File: config.mk
export PLATFORM = sky130hd
export DESIGN_NAME = if_stage
export DESIGN_NICKNAME = d
export VERILOG_FILES = /design/src/rtl/if_stage.sv
export SDC_FILE = /design/constraint.sdc
export NUM_CORES = 1
export LEC_CHECK = 0
export ABC_CLOCK_PERIOD_IN_PS = 3500
export CAP_MARGIN = 15
export CORE_ASPECT_RATIO = 1.5
export CORE_UTILIZATION = 50
export DETAILED_ROUTE_END_ITERATION = 6
export PLACE_DENSITY_LB_ADDON = 0.1
export SLEW_MARGIN = 5
export SYNTH_ARGS = -nofsm -noshare
export SYNTH_HDL_FRONTEND = slang
export SYNTH_SLANG_ARGS = --single-unit
File: constraint.sdc
create_clock -name clk -period 3.5 [get_ports clk]
set_clock_uncertainty 0.1 [all_clocks]
set_input_delay 0.875 -clock clk [delete_from_list [all_inputs] [get_ports clk]]
set_output_delay 0.875 -clock clk [all_outputs]
set_load 0.1 [all_outputs]
File: src/rtl/if_stage.sv
// Instruction fetch stage: pipelined imem requests, in-order tag FIFO, 2-entry queue, IF/ID register.
// Define IF_PERF_CNT_EN to add the saturating discard_count output.
module if_stage (
  input  logic        clk,
  input  logic        reset,
  input  logic        stall,
  input  logic        branch_taken,
  input  logic [31:0] branch_target,
  output logic        imem_req,
  output logic [31:0] imem_addr,
  input  logic        imem_gnt,
  input  logic        imem_rvalid,
  input  logic [31:0] imem_rdata,
  output logic        if_valid,
  output logic [31:0] instruction,
  output logic [31:0] current_pc_out,
  output logic [31:0] pc_plus_4_out
`ifdef IF_PERF_CNT_EN
  ,
  output logic [31:0] discard_count
`endif
);

  logic [31:0]      pc_q, pc_d;
  logic [1:0]       out_q, out_d;
  logic [1:0]       disc_q, disc_d;
  logic [1:0][31:0] tag_q, tag_d;
  logic [1:0][31:0] qi_q, qi_d;
  logic [1:0][31:0] qp_q, qp_d;
  logic [1:0]       qcnt_q, qcnt_d;
  logic             vld_q, vld_d;
  logic [31:0]      instr_q, instr_d;
  logic [31:0]      cpc_q, cpc_d;
  logic [31:0]      pc4_q, pc4_d;

  logic [2:0] pending;
  logic [1:0] tcnt, qc;
  logic       fire, rsp, drop, push, load, pop;
  logic       unused_tgt;

  assign unused_tgt = ^branch_target[1:0];

  always_comb begin
    pending  = {1'b0, out_q} - {1'b0, disc_q} + {1'b0, qcnt_q};
    imem_req = !reset && !branch_taken
             && (out_q < 2'd2) && (pending < 3'd2);
    imem_addr = pc_q;
    fire = imem_req && imem_gnt;
    rsp  = imem_rvalid && !reset;
    drop = rsp && (branch_taken || disc_q != 2'd0);
    push = rsp && !drop;
    load = !stall || !vld_q;
    pop  = load && qcnt_q != 2'd0;

    pc_d = fire ? pc_q + 32'd4 : pc_q;

    // tag FIFO occupancy always equals the outstanding count
    tag_d = tag_q;
    tcnt  = out_q;
    if (rsp) begin
      tag_d[0] = tag_q[1];
      tcnt     = out_q - 2'd1;
    end
    if (fire) tag_d[tcnt[0]] = pc_q;
    out_d = tcnt + {1'b0, fire};

    disc_d = disc_q;
    if (drop && !branch_taken) disc_d = disc_q - 2'd1;

    qi_d = qi_q;
    qp_d = qp_q;
    qc   = qcnt_q;
    if (pop) begin
      qi_d[0] = qi_q[1];
      qp_d[0] = qp_q[1];
      qc      = qcnt_q - 2'd1;
    end
    if (push) begin
      qi_d[qc[0]] = imem_rdata;
      qp_d[qc[0]] = tag_q[0];
      qc          = qc + 2'd1;
    end
    qcnt_d = qc;

    vld_d   = vld_q;
    instr_d = instr_q;
    cpc_d   = cpc_q;
    pc4_d   = pc4_q;
    if (load) begin
      if (qcnt_q != 2'd0) begin
        vld_d   = 1'b1;
        instr_d = qi_q[0];
        cpc_d   = qp_q[0];
        pc4_d   = qp_q[0] + 32'd4;
      end else begin
        vld_d = 1'b0;
      end
    end

    // redirect wins over stall, queue loads and responses
    if (branch_taken) begin
      pc_d   = {branch_target[31:2], 2'b00};
      disc_d = out_q - {1'b0, rsp};
      qcnt_d = 2'd0;
      vld_d  = 1'b0;
    end
  end

  always_ff @(posedge clk) begin
    if (reset) begin
      pc_q    <= '0;
      out_q   <= '0;
      disc_q  <= '0;
      tag_q   <= '0;
      qi_q    <= '0;
      qp_q    <= '0;
      qcnt_q  <= '0;
      vld_q   <= 1'b0;
      instr_q <= '0;
      cpc_q   <= '0;
      pc4_q   <= '0;
    end else begin
      pc_q    <= pc_d;
      out_q   <= out_d;
      disc_q  <= disc_d;
      tag_q   <= tag_d;
      qi_q    <= qi_d;
      qp_q    <= qp_d;
      qcnt_q  <= qcnt_d;
      vld_q   <= vld_d;
      instr_q <= instr_d;
      cpc_q   <= cpc_d;
      pc4_q   <= pc4_d;
    end
  end

  assign if_valid       = vld_q;
  assign instruction    = instr_q;
  assign current_pc_out = cpc_q;
  assign pc_plus_4_out  = pc4_q;

`ifdef IF_PERF_CNT_EN
  logic [31:0] dcnt_q, dcnt_d;

  always_comb begin
    dcnt_d = dcnt_q;
    if (drop && dcnt_q != 32'hFFFF_FFFF) dcnt_d = dcnt_q + 32'd1;
  end

  always_ff @(posedge clk) begin
    if (reset) dcnt_q <= '0;
    else       dcnt_q <= dcnt_d;
  end

  assign discard_count = dcnt_q;
`endif

endmodule
Yosys cells after proc, flatten, opt, wreduce, memory -nomap -nowiden
Index checks and enable logic that the tools add are counted.

Flip-flop bits (word level): 327. Bits of input ports: 70. Output and inout bits: 130. Word-level logic and storage cells: 76.

Add/sub/neg operators: 10. $lt $le $gt $ge: 6. Mux-type cells: 21. Reduce and logical (&&, ||, !) cells: 24.

Operator list (number): $mux 32 (10); $bwmux 64 (3); $add 32x3->32 const B (2); $demux 32 s1 (2); $logic_and 1x1->1 (11); $mux 2 (5); $reduce_bool 2->1 (4); $sub 2x1->2 const B (3); $logic_not 1->1 (5); $lt 1x2->1 const B (2); $add 3x2->3 (1); $lt 3x2->1 const B (1); $sub 2x2->3 (1); $add 2x1->2 (1); $add 2x1->2 const B (1); $ge 1x1->1 const B (2); $logic_or 1x1->1 (2); $lt 2x2->1 const B (1); $reduce_and 2->1 (1); $reduce_or 2->1 (1); $sub 2x1->2 (1); $mux 1 (1).

Logic depth before layout (Yosys ltp)
Depth in word-level cells: 10. Depth in mapped cells: 13. Depth with buffers taken out: 12.

Least setup slack after synthesis
Ideal clock, no wire load.

Kind: reg2out. From: register out_q[1]. To: output port imem_req. Arrival time: 4.749 ns. Data required time: 2.525 ns. Path slack: -2.224 ns. Cell stages (with the launch flop): 6. Buffers on the path: 0. Cells stage by stage: dfxtp_1 > fa_1 > inv_1 > fa_1 > xor2_1 > nor4b_1.

Longest elaborated chain between the ends: 4. Elaborated cells on any way between the ends: 6. Those cells by class: add/sub (2); order compare (2); reduce/logical (2).

Ends and longest elaborated chain: start, declared (RTL line 25) `logic [1:0] out_q, out_d;`; start signal, assigned (RTL line 124) `out_q <= out_d;`; $sub 2x2->3 (RTL line 44) `pending = {1'b0, out_q} - {1'b0, disc_q} + {1'b0, qcnt_q};`; $add 3x2->3 (RTL line 44); $lt 3x2->1 (RTL line 46) `&& (out_q < 2'd2) && (pending < 3'd2);`; $logic_and 1x1->1 (*) (RTL line 46); end, declared (RTL line 9) `output logic imem_req,`.

Mark *: on every way between the ends. The rest lies on a longest branch, timed or not.

Final worst setup path
From: register disc_q[1]. To: output port imem_req.

Longest elaborated chain between the ends: 4.

Ends and longest elaborated chain: start, declared (RTL line 26) `logic [1:0] disc_q, disc_d;`; start signal, assigned (RTL line 125) `disc_q <= disc_d;`; $sub 2x2->3 (RTL line 44); $add 3x2->3 (RTL line 44); $lt 3x2->1 (RTL line 46); $logic_and 1x1->1 (RTL line 46).

Every way passes these cells.

==> results.txt <==
CTS tree: built
Seq/Total Area, Yosys: 0.477
Root Buffer: clkbuf_16
Core Region: 0.0265 mm²
async set or reset register ratio after synthesis: 0
Cell Rows: 73
crit end category: primary output
DR pass1 iterations: 4
Final Hold Vio Count: 0
Reg2Reg Depth: 13
Clk Latency, worst-skew pair: 0.56 ns
fraction of layout cells with a size suffix above 1: 0.139
top_reg_cell synth: dfxtp_1
reg-to-reg slack, setup: 0.23 ns
critical path class: flip-flop to primary output
Initial Util: 0.509
largest net degree at the start of global routing: 223
post-route minimum period: 3.57 ns
Final Cycle Share: 1.02
flop and latch count out of synthesis: 321
Post-synth EDFFs: 0
Post-CTS Setup Bufs: 0
RSZ-0062 raised after global routing: yes
FF+latch area: 0.00643 mm²
detailed placer's ending HPWL: 20,800 µm
via/cell ratio: 5.46
post-route cell area: 0.0165 mm²
yosys synthesis warning count: 0
IO Pins: 200
total clock sinks: 321
Yosys top cell area share: 0.477
all-layer global routing usage: 0.232
WP data arrival: 2.59 ns
Die Y: 203 µm
Post-DRT Antenna Nets: 0
width of the die: 136 µm
fmax: 280 MHz
worst-case clock buffer depth: 3
fin. max-slew vios: 0
PortBufs: 195
H-tree depth: 1
fill count: 2,339
Max-Cap Viols: 0
wire length per cell: 15.9 µm
Tightest Hold Check Type: flip-flop to flip-flop
Mapped Avg Cell Area: 8.61 µm²
Syn Inst Count: 1,565
Layout Area Growth over Synthesis: 22.5%
P per Cell Area: 553 mW/mm²
clock-pin slew on the worst setup and hold paths: 0.06 ns
Total Power: 0.00912 W
top cell type by total area after synthesis: dfxtp_1
multi-input logic area: 0.00651 mm²
Num CTS Buffers: 31
most instantiated cells after synthesis: 321 x dfxtp_1, 295 x nand2_1, 246 x nor2_1, 124 x mux2i_1, 89 x clkbuf_1
Synth cell types: 51
Worst Max-Slew Pin Slew: 1.14 ns
first-pass GRT wire length: 52,600 µm
Worst setup SP type: flip-flop
residual DRC count: 0
final wirelength: 32,500 µm
Nets: 1,767
area post-placement: 0.0154 mm²
worst setup margin: -0.0665 ns
Final setup viols: 1
worst-path fanout max: 2
most common cell in the netlist: dfxtp_1
CP required: 2.52 ns
vias in the first global route: 10,500
diodes inserted: 0
Rel. slew slack: 0.242
failing checks: setup timing
GPL Wtd Cong: 0.862
top cells by area, synth: dfxtp_1 48%, mux2i_1 9.2%, nand2_1 8.2%
Syn Std Cell Area: 0.0135 mm²
initial antenna violation count: 0
Hold Path Cell Cnt: 2
worst vdd ir: 415 µV
via count: 11,200
1st-iter DRT viols: 672
status: complete, but fails checks
gr ovfl total: 0
Static Leakage: 5.98 nW
Die ar.: 0.0276 mm²
==> per-stage QoR <==
stage / hold slack (ns) / util / setup TNS [ns] / worst slack, ns / instances
2_1_floorplan: 0.332 / - / 0 / 0.00155 / 1566
3_3_place_gp: 0.338 / 0.580 / 0 / 0.281 / 1991
3_5_place_dp: 0.342 / 0.580 / 0 / 0.227 / 1991
4_1_cts: 0.352 / 0.623 / -0.0998 / -0.0998 / 2047
5_1_grt: 0.361 / 0.623 / -0.173 / -0.173 / 2047
6_report: 0.352 / 0.623 / -0.0665 / -0.0665 / 2047
==> cell usage in the layout, fill, tap and decap left out, types with 7 or more instances in the layout <==
cell / Yosys / layout
a211oi_1: 69 / 69
a21oi_1: 76 / 76
a311oi_1: 68 / 68
and2_1: 10 / 10
and4_1: 11 / 11
buf_12: 0 / 10
buf_4: 5 / 143
clkbuf_16: 0 / 32
clkdlybuf4s50_1: 0 / 66
dfxtp_1: 321 / 319
inv_1: 12 / 11
mux2i_1: 124 / 124
nand2_1: 295 / 294
nand3_1: 22 / 22
nand4_1: 18 / 18
nor2_1: 246 / 246
nor3_1: 19 / 19
nor4_1: 11 / 11
nor4_2: 7 / 7
xnor2_1: 41 / 41
xor2_1: 15 / 14
==> path summary, 6_finish.rpt <==
path	to	from
setup / recovery	imem_req	disc_q[1]
hold reg to reg	pc_plus_4_out[20]	pc_plus_4_out[20]
setup reg to reg	out_q[1]	disc_q[1]
hold / removal	pc_plus_4_out[20]	pc_plus_4_out[20]
==> final cells by class <==
type	count	share of cell area
inverter	14	0.00319
clock inverter	15	0.0148
sequential	321	0.390
timing repair buffer	220	0.118
clock buffer	41	0.0536
multi-input combinational	1099	0.395
tap	337	0.0256
==> report_power, final <==
part           internal (W)  switching [W]  total (W)
clock network       0.00222        0.00142    0.00364
registers           0.00381       0.000161    0.00397
logic              0.000438        0.00107    0.00150
total               0.00647        0.00265    0.00912
==> critical path, stage by stage (launching register included) <==
cell and delay [ns]:
dfxtp_2 0.34, inv_2 0.05, fa_1 0.53, inv_1 0.05, fa_2 0.38, xor2_2 0.18, nor4b_4 0.29, buf_12 0.22
==> flip-flops by register name (all words and copies together), names as in the netlist <==
| name | count |
|---|---|
| if_valid | 1 |
| out_q | 2 |
| current_pc_out | 32 |
| pc_plus_4_out | 30 |
| qcnt_q | 2 |
| qp_q | 64 |
| qi_q | 64 |
| disc_q | 2 |
| tag_q | 62 |
| imem_addr | 30 |
| instruction | 32 |
==> cells by family after synthesis <==
kind of cell    after synthesis  share of synthesized area
simple gates                666                      0.214
flops                       321                      0.477
compound gates              240                      0.124
buf+inv                     146                     0.0445
mux                         124                     0.0921
xor+xnor                     57                     0.0376
fa+ha+maj                    10                     0.0104
other cells                   1                   0.000278
==> repair_timing <==
action	in CTS	in global routing
hold buffers	0	0
resized for setup	0	0
endpoints found under the setup margin	1	1
gates cloned	0	0
==> per-layer routing <==
layer	GRT usage	vias up	wire length (µm)
met2	0.402	274	16000
li1	-	5632	-
met5	0	-	0
met3	0.0280	42	1530
met1	0.297	5232	14400
met4	0.0675	0	602
Power figures use the tool's default switching activity.
==> patch 1: new RTL, same flow settings <==
Take the reset off `pc_q` and load it in a clocked block of its own.
--- a/src/rtl/if_stage.sv
+++ b/src/rtl/if_stage.sv
@@ -108,7 +108,6 @@
 
   always_ff @(posedge clk) begin
     if (reset) begin
-      pc_q    <= '0;
       out_q   <= '0;
       disc_q  <= '0;
       tag_q   <= '0;
@@ -120,7 +119,6 @@
       cpc_q   <= '0;
       pc4_q   <= '0;
     end else begin
-      pc_q    <= pc_d;
       out_q   <= out_d;
       disc_q  <= disc_d;
       tag_q   <= tag_d;
@@ -132,6 +130,10 @@
       cpc_q   <= cpc_d;
       pc4_q   <= pc4_d;
     end
+  end
+
+  always_ff @(posedge clk) begin
+    pc_q <= pc_d;
   end
 
   assign if_valid       = vld_q;
Function: changed (a bounded check fails within 4 cycles, from zero or initial values and one cycle with reset high).
==> patch 1 against the unedited design <==
The run still ends with negative setup slack left; synthesized area rose by 1.3%; worst setup slack improved by 0.014 ns; combinational power rose by 9%; sequential cell count did not move; synthesized cell count fell by 1.2%; routed wire length rose by 1.1%; critical path depth fell by 1; design area rose by 0.67%; largest power group unchanged; fmax rose by 0.39%; largest cell class is now sequential cells; critical path type unchanged; die area rose by 1.3%; power rose by 0.15%; critical endpoint unchanged.
==> patch 1: results (changes against the unedited design) <==
Seq/total area: 0.405 (+0.0155)
footprint of the multi-input gates: 6370 um^2 (-2.2%)
Place WS: 0.180 ns (-0.0472 ns)
placed cell area: 15,500 um^2 (+1.0%)
layout cells sized above 1: 0.133 (-0.00514)
EDFF count, synth: 30 (+30)
Multi-In Gates: 1,072 (-2.5%)
Leak: 0.00582 uW (-2.7%)
Cell Count, Final, Fillers Out: 2,023 (-1.2%)
metal2 WL: 15,800 um (-0.87%)
First DRT Iteration DRCs: 661 (-1.6%)
signal buffers share of area: 0.120 (+0.00169)
hold path start: instruction[25]$_SDFFE_PP0P_
failing checks: negative setup slack
HPWL Detailed: 21,100 um (+1.5%)
GR Util met1: 0.305 (+0.00776)
grt met3 use: 0.0263 (-0.00168)
Worst setup startpoint: out_q[1]$_SDFF_PP0_
worst setup margin: -0.0528 ns (+0.0137 ns)
final WL: 32,800 um (+1.1%)
largest net degree at the start of global routing: 220 (-1.3%)
vias per cell: 5.57 (+2.0%)
global-route wire length before repair: 53,300 um (+1.3%)
met2 Usage GRT: 0.395 (-0.00707)
TritonRoute pass-1 iters: 5 (+1)
Clk pin slew, worst setup/hold paths: 0.06 ns (about the same)
status: finished, violations left
FILL cells: 2,318 (-0.90%)
non-clock buffer count: 224 (+1.8%)
sequential fraction of the synthesis area: 0.493 (+0.0157)
Mapped Cells: 1,546 (-1.2%)
worst-margin pin slew: 1.04 ns (-0.0950 ns)
largest cells by area after synthesis: dfxtp_1 43%, mux2i_1 9.2%, nand2_1 8.0%, edfxtp_1 6.6%, a311oi_1 5.1%
Internal: 6370 uW (-1.5%)
clock network area share: 0.0625 (-0.00596)
fraction of area in multi-input gates: 0.384 (-0.0111)
Max VDD drop: 0.000457 V (+9.9%)
Routability Congestion: 0.777 (-9.8%)
GRT Overall Usage: 0.233 (+0.00143)
clk_buf instances: 44 (+7.3%)
Worst Path Arrival: 2.58 ns (about the same)
fin nets: 1,744 (-1.3%)
commonest cells in the synthesized netlist: 292 x nand2_1, 291 x dfxtp_1, 175 x nor2_1
Distinct cells, synth: 50 (-2.0%)
Hold Slack: 0.352 ns (-0.000582 ns)
Critical path buffers and inverters: 2 (-1)
endpoints failing setup: 1 (unchanged)
wl on met1: 14,700 um (+2.0%)
-- patch 1: cell types whose count changed in the layout (fill, tap and decap cells not counted), sizes merged, moves of 11 or more --
| cell | before | now |
|---|---|---|
| nor2 | 246 | 175 |
| nor3 | 20 | 69 |
| dfxtp | 321 | 291 |
| edfxtp | 0 | 30 |
| xnor2 | 42 | 16 |
| a211oi | 71 | 46 |
| o21ai | 10 | 31 |
| or3 | 4 | 17 |
| a21oi | 77 | 66 |
| a311oi | 68 | 79 |
| or4 | 0 | 11 |
-- patch 1: timing repair --
action | CTS | global route
gates resized for setup | 7 | 1
setup endpoints to repair | 1 | 1
buffers inserted | 3 | 0
pin swaps | 3 | 1
cloned | 0 | 0
-- patch 1: power by group through the flow --
stage	Sequential [uW]	Clock, uW	Combinational [uW]
floorplan	4670	0	631
global placement	4150	0	1600
CTS	4070	3500	1640
finish	4070	3430	1630
detailed placement	4150	0	1610
global route	4100	3640	1730
-- patch 1: path summary, 6_finish.rpt --
check,to,cells past startpoint
worst max-delay path,imem_req,6
worst min register to register,instruction[25]$_SDFFE_PP0P_,2
worst min-delay path,instruction[25]$_SDFFE_PP0P_,2
worst max register to register,tag_q[52]$_SDFFE_PP0P_,11
-- patch 1: cell families (layout without fill, tap and decap cells) --
kind of cell | Yosys count | in the layout | share of synthesized area
AND/OR/NAND/NOR | 652 | 652 | 0.211
flip-flops | 321 | 321 | 0.493
adder cells (fa/ha/maj) | 10 | 10 | 0.0103
other | 1 | 2 | 0.000275
buffers and inverters | 154 | 293 | 0.0464
multiplexers | 127 | 127 | 0.0932
AO/OA/AOI/OAI | 251 | 251 | 0.126
XOR/XNOR | 30 | 30 | 0.0192
==> patch 2: new RTL, config.mk and constraints unchanged <==
Made on the original files. The option `IF_PERF_CNT_EN` is turned on by a define.
--- a/src/rtl/if_stage.sv
+++ b/src/rtl/if_stage.sv
@@ -1,5 +1,7 @@
 // Instruction fetch stage: pipelined imem requests, in-order tag FIFO, 2-entry queue, IF/ID register.
 // Define IF_PERF_CNT_EN to add the saturating discard_count output.
+`define IF_PERF_CNT_EN
+
 module if_stage (
   input  logic        clk,
   input  logic        reset,
Formal check against the unedited RTL (old outputs only; new: discard_count): equivalent (Yosys induction, for registers that start in step).
==> patch 2 against the unedited design <==
Routed wire length increased by 14%; design area rose by 12%; cell count grew 15%; die area increased by 10%; largest power group unchanged; clock power grew 9.3%; worst setup slack gained 0.16 ns; sequential cell count rose by 32; synthesized area increased by 10%; critical path type unchanged; core utilization is 0.56 points higher; the run now ends clean; power grew 8.8%.
==> patch 2: results (changes against the unedited design) <==
metal2 WL: 18,000 um (+13%)
Post-Synth XOR/XNOR Area: 0.0353 (-0.00229)
Leak: 0.00661 uW (+10%)
Synth Area in Adders: 0.0103 (-0.000142)
grt met3 use: 0.0386 (+0.0106)
routed wl met3: 1760 um (+15%)
placed cell area: 17,200 um^2 (+12%)
Power, Total: 9910 uW (+8.8%)
cts bufs inserted: 35 (+13%)
Worst path slowest cell: fa_2
Die ar.: 30,500 um^2 (+10%)
proportion of synthesized area in mux cells: 0.0648 (-0.0274)
FILL cells: 2,602 (+11%)
Routability Congestion: 0.887 (+3.0%)
Clk power: 3980 uW (+9.3%)
largest net degree at the start of global routing: 217 (-2.7%)
worst reg2reg path depth: 11 (-2)
Place WS: 0.0751 ns (-0.152 ns)
complex-gate fraction of the synthesized area: 0.140 (+0.0156)
port buffer count: 227 (+16%)
endpoints failing setup: 0 (-1)
hold path start: qi_q[11]$_SDFF_PP0_
htree depth: 2 (+1)
status: complete, no violations
largest cells by area after synthesis: dfxtp_1 48%, nand2_1 9.2%, mux2i_1 6.3%, nor2_1 6.0%, a311oi_1 5.9%
Worst R2R End: imem_addr[31]$_SDFFE_PP0P_
PwrDens: 537 nW/um^2 (-2.8%)
layout cells sized above 1: 0.147 (+0.00828)
Hold Crit Endpoint: instruction[11]$_SDFFE_PP0P_
Worst Path Arrival: 2.43 ns (-0.16 ns)
GRT Overall Usage: 0.242 (+0.0102)
met2 Usage GRT: 0.411 (+0.00847)
First DRT Iteration DRCs: 679 (+1.0%)
Distinct cells, synth: 60 (+18%)
Clk Latency, worst-skew pair: 0.52 ns (-0.04 ns)
via count: 12,940 (+16%)
Internal: 7060 uW (+9.2%)
vias per cell: 5.51 (+0.86%)
syn avg cell area: 8.45 um^2 (-1.9%)
vias in the first global route: 11,833 (+13%)
Reg2Reg Setup Slack: 0.25 ns (+0.02 ns)
patch 2: cell type report:
type                       count  share of cell area
clock buffer                  54              0.0585
clock inverter                 7             0.00793
inverter                      19             0.00386
multi-input combinational   1255               0.393
sequential                   353               0.383
tap                          395              0.0268
timing repair buffer         266               0.127
patch 2: how the worst max path moves through the flow:
stage / start / end / slack (ns)
floorplan: out_q[1]$_SDFF_PP0_ / imem_req / 0.09
global route: disc_q[1]$_SDFFE_PP0P_ / imem_req / 0.0006
CTS: qcnt_q[0]$_SDFF_PP0_ / imem_req / 0.009
global placement: branch_taken / tag_q[48]$_SDFFE_PP0P_ / 0.12
finish: disc_q[1]$_SDFFE_PP0P_ / imem_req / 0.1
detailed placement: branch_taken / tag_q[61]$_SDFFE_PP0P_ / 0.08
patch 2: repair_timing:
item | CTS | global route
hold buffers | 0 | 0
pin swaps | 3 | 1
setup buffers | 2 | 0
setup endpoints to repair | 1 | 18
gates resized for setup | 2 | 6
